**config.mk**
```make
export PLATFORM = sky130hd
export DESIGN_NAME = dmem_arbiter
export DESIGN_NICKNAME = d
export VERILOG_FILES = /design/src/rtl/dmem_arbiter.sv
export SDC_FILE = /design/constraint.sdc
export NUM_CORES = 1
export LEC_CHECK = 0
export CORE_AREA = 2 2 85 87
export CTS_BUF_LIST = sky130_fd_sc_hd__clkbuf_16
export CTS_CLUSTER_SIZE = 28
export DETAILED_ROUTE_END_ITERATION = 12
export DIE_AREA = 0 0 87 89
export DONT_BUFFER_PORTS = 1
export PLACE_DENSITY_LB_ADDON = 0.08
export SYNTH_ARGS = -nofsm -noshare
export SYNTH_HDL_FRONTEND = slang
export SYNTH_SLANG_ARGS = --single-unit
```
**constraint.sdc**
```tcl
create_clock -name clk -period 3.4 [get_ports clk]
set_input_delay 0 -clock clk [delete_from_list [all_inputs] [get_ports clk]]
set_output_delay 0 -clock clk [all_outputs]
set_load 0.02 [all_outputs]
```
**src/rtl/dmem_arbiter.sv**
```systemverilog
`default_nettype none
// +--------------------------------------------------------------------------+
// | dmem_arbiter: round-robin CPU/debug access to the data memory port, plus |
// | a clear sequencer that fills every word after reset and on request.      |
// | Revision: 1.0                                                            |
// +--------------------------------------------------------------------------+
module dmem_arbiter #(
  parameter int              AW   = 6,
  parameter int              DW   = 32,
  parameter logic [DW-1:0]   FILL = 32'hFFFFFFFF
) (
  input  logic          clk,
  input  logic          rst,
  input  logic          clr_start,
  output logic          clr_busy,
  input  logic          cpu_req,
  input  logic          cpu_we,
  input  logic [AW-1:0] cpu_a,
  input  logic [DW-1:0] cpu_d,
  output logic [DW-1:0] cpu_q,
  output logic          cpu_ack,
  input  logic          dbg_req,
  input  logic          dbg_we,
  input  logic [AW-1:0] dbg_a,
  input  logic [DW-1:0] dbg_d,
  output logic [DW-1:0] dbg_q,
  output logic          dbg_ack,
  output logic          mem_we,
  output logic [AW-1:0] mem_a,
  output logic [DW-1:0] mem_d,
  input  logic [DW-1:0] mem_q
);

  localparam logic [0:0]    CLEAR    = 1'b0;
  localparam logic [0:0]    IDLE     = 1'b1;
  localparam logic [AW-1:0] CNT_LAST = '1;
  localparam logic [AW-1:0] CNT_ONE  = AW'(1);

  logic [0:0]    r_state;
  logic [AW-1:0] r_clr_cnt;
  logic          r_last_gnt;

  logic w_arb_en;
  logic w_cpu_gnt;
  logic w_dbg_gnt;

  // A clear request pre-empts arbitration in the cycle it arrives.
  assign w_arb_en  = !rst && (r_state == IDLE) && !clr_start;
  assign w_cpu_gnt = w_arb_en && cpu_req && (!dbg_req || r_last_gnt);
  assign w_dbg_gnt = w_arb_en && dbg_req && (!cpu_req || !r_last_gnt);

  assign clr_busy = rst || (r_state == CLEAR);
  assign cpu_ack  = w_cpu_gnt;
  assign dbg_ack  = w_dbg_gnt;
  assign cpu_q    = mem_q;
  assign dbg_q    = mem_q;

  always_comb begin
    mem_we = 1'b0;
    mem_a  = '0;
    mem_d  = '0;
    if (clr_busy) begin
      // Reset gates the write strobe so nothing is corrupted while rst is high.
      mem_we = !rst;
      mem_a  = r_clr_cnt;
      mem_d  = FILL;
    end else if (w_cpu_gnt) begin
      mem_we = cpu_we;
      mem_a  = cpu_a;
      mem_d  = cpu_d;
    end else if (w_dbg_gnt) begin
      mem_we = dbg_we;
      mem_a  = dbg_a;
      mem_d  = dbg_d;
    end
  end

  always_ff @(posedge clk or posedge rst) begin
    if (rst) begin
      r_state    <= CLEAR;
      r_clr_cnt  <= '0;
      r_last_gnt <= 1'b1;
    end else begin
      case (r_state)
        CLEAR: begin
          // Counter wraps to zero on the last address, ready for the next clear.
          r_clr_cnt <= r_clr_cnt + CNT_ONE;
          if (r_clr_cnt == CNT_LAST) begin
            r_state <= IDLE;
          end
        end
        default: begin
          if (clr_start) begin
            r_state <= CLEAR;
          end else if (w_cpu_gnt) begin
            r_last_gnt <= 1'b0;
          end else if (w_dbg_gnt) begin
            r_last_gnt <= 1'b1;
          end
        end
      endcase
    end
  end

endmodule
`default_nettype wire

```
==> metrics <==
io pins approximately 220; Final setup viols 0; Initial Utilization 0.217; relative slew slack 0.249; initial antenna violation count 0; post-layout min period ~2.5 ns; Worst R2R Start r_last_gnt; die area 7740 sq um; Hold Path Class in -> out; # Post-CTS Setup Buffers 0; hold path endpoint cpu_q[10]; diode count 0; die span in y just under 90 um; Clock Latency Late Sink 0.24 ns; Iter 0 DRT Violations between 40 and 50; largest net degree at the start of global routing 41; Placed Cells between 150 and 200; data required time of the worst path 3.40 ns; DR vias just over 1k; RSZ-0062 raised after global routing false; R2R depth 3; final worst slack approximately 0.94 ns; clk buf depth 2; R2R setup slack roughly 1.3 ns; Core Region ~6700 sq um; Synth cell types 29; WP data arrival around 2.5 ns; Syn Nets around 280; mapped cell area ~1500 sq um; Crit path max-delay family simple AND/OR/NAND/NOR gates; Port Buffer Count 0; WHS 0.0000113 ns; row count 30; first-pass GRT wire length approximately 5300 um; Reg area around 200 sq um; hold_buf cts 1; final core utilization 0.156; gpl congestion 0.715; clock skew 0.00621 ns; fmax roughly 0.4 GHz; CP Max Fanout 34; commonest cells after routing, fill and taps aside a221o_1 (32), nor2_1 (7), dfrtp_1 (7); hpwl dp 3500 um; hold depth 0; max-cap violation count 0; Crit path buffers/inverters 0; CTS tree done; via count of the first global-routing pass between 900 and 1k; Setup crit end kind output pin; max-slew violations 0; CTS clock-pin slew for the worst setup and hold paths about 0.030 ns; Area Growth Syn to Fin -28.1%; DR pass1 iterations 4; TNS Setup 0 ns; synth warn 0; synthesized instance count ~170; HP Start mem_q[10]; clock root buffer clkbuf_16; status complete, no violations; DRT antenna net count 0; Tightest Pin Transition about 1.1 ns; grt ovf 0; slowest CP cell and3_1; pwr dens 300 nW/um^2; placed cell area between 900 and 1000 sq um; critical path depth 3; Detailed Route WL 4490 um; most common cell after layout, fill and taps aside a221o_1; max incr delay on CP roughly 0.96 ns; sequential share of the synthesized area 0.138; Mean Syn Cell Area just under 9 sq um; power after layout between 0.3 and 0.4 mW; CTS resizes 0; Final Cycle Share 0.724; wire per inst roughly 26 um; Die W 87 um; TritonCTS Buffers 3; Clock Sink Count 8; VDD IR max between 0.15 and 0.2 mV; worst r2r dst r_last_gnt; Vias/cell approximately 6; Final #Nets roughly 210; pre-CTS setup slack about 1.2 ns; critical path class reg -> out; Multi-input gate area ~640 sq um; Startpoint Class flop; filler cell count 742; Lkg Pwr ~0.35 nW; H-tree levels 1; Design Area, Final roughly 1000 sq um; post-synthesis register bit count 8; CP Cell Sequence nand2b_1, and3_1, a221o_1; gr usage total 0.0915; final cell count without fillers 172; Post-route DRC 0; share of cells above drive strength 1 0.0870; Hold Violations, Final 0
[synth_stat cells, drive strengths merged]
cell     number  area (sq um)
and3          1          6.26
inv           3          11.3
ha            1          12.5
a21o          1          7.51
o2bb2ai       6          52.6
xor2          1          8.76
dfstp         1          26.3
nor3          1          5.00
a31oi         1          6.26
and2          1          6.26
nor2          7          26.3
xnor2         4          35.0
nand2b        2          12.5
nand3         1          5.00
and4          1          11.3
nand2         2          7.51
a41oi         6          52.6
nor2b         1          13.8
a221o        32           320
dfrtp         7           175
nand4         2          12.5
clkbuf        5          18.8
buf          77           588
mux2          1          11.3
nand4b        2          17.5
a2bb2oi       1          8.76
[power by group]
part           switching (mW)  internal [mW]  total [mW]  leakage, nW
registers                   0         0.0958      0.0958       0.0936
clock network          0.0509          0.154       0.204       0.0423
logic                  0.0111        0.00279      0.0139        0.209
[how the worst max path moves through the flow]
stage | startpoint | endpoint | slack (ns)
2_1_floorplan | r_last_gnt | mem_d[10] | 1.83
3_3_place_gp | r_last_gnt | mem_d[4] | 1.28
3_5_place_dp | r_last_gnt | mem_d[16] | 1.18
4_1_cts | r_last_gnt | mem_d[16] | 0.93
5_1_grt | r_last_gnt | mem_d[1] | 0.79
6_report | r_last_gnt | mem_d[16] | 0.94
[area by class of cell]
class | count | share of cell area
Inverter | 3 | 0.0107
Timing Repair Buffer | 2 | 0.0167
Clock buffer | 3 | 0.0716
Clock inverter | 1 | 0.00358
Multi-Input combinational cell | 75 | 0.610
Tap cell | 80 | 0.0955
Sequential cell | 8 | 0.192
[layer usage]
layer,global-route usage,routed length (um)
met2,0.174,2390
met3,0.0305,528
met4,0.0455,96
met1,0.0879,1470
met5,0,0
[worst register-to-register path: stages (launching register included)]
cell       delay (ns)
dfstp_2          0.52
nand2b_1         0.29
and3_1           0.96
a2bb2oi_1        0.17
[registers in the layout (all words and copies together), names as in the netlist]
name / cells
r_state: 1
r_clr_cnt: 6
r_last_gnt: 1
[cells by family after synthesis]
group,Yosys count,synth area share
buffers and inverters,85,0.424
AO/OA/AOI/OAI,47,0.307
AND/OR/NAND/NOR,21,0.0849
flip-flops,8,0.138
XOR/XNOR,5,0.0300
multiplexers,1,0.00772
adder cells (fa/ha/maj),1,0.00857
No activity file was read; power rests on OpenSTA's default activity.
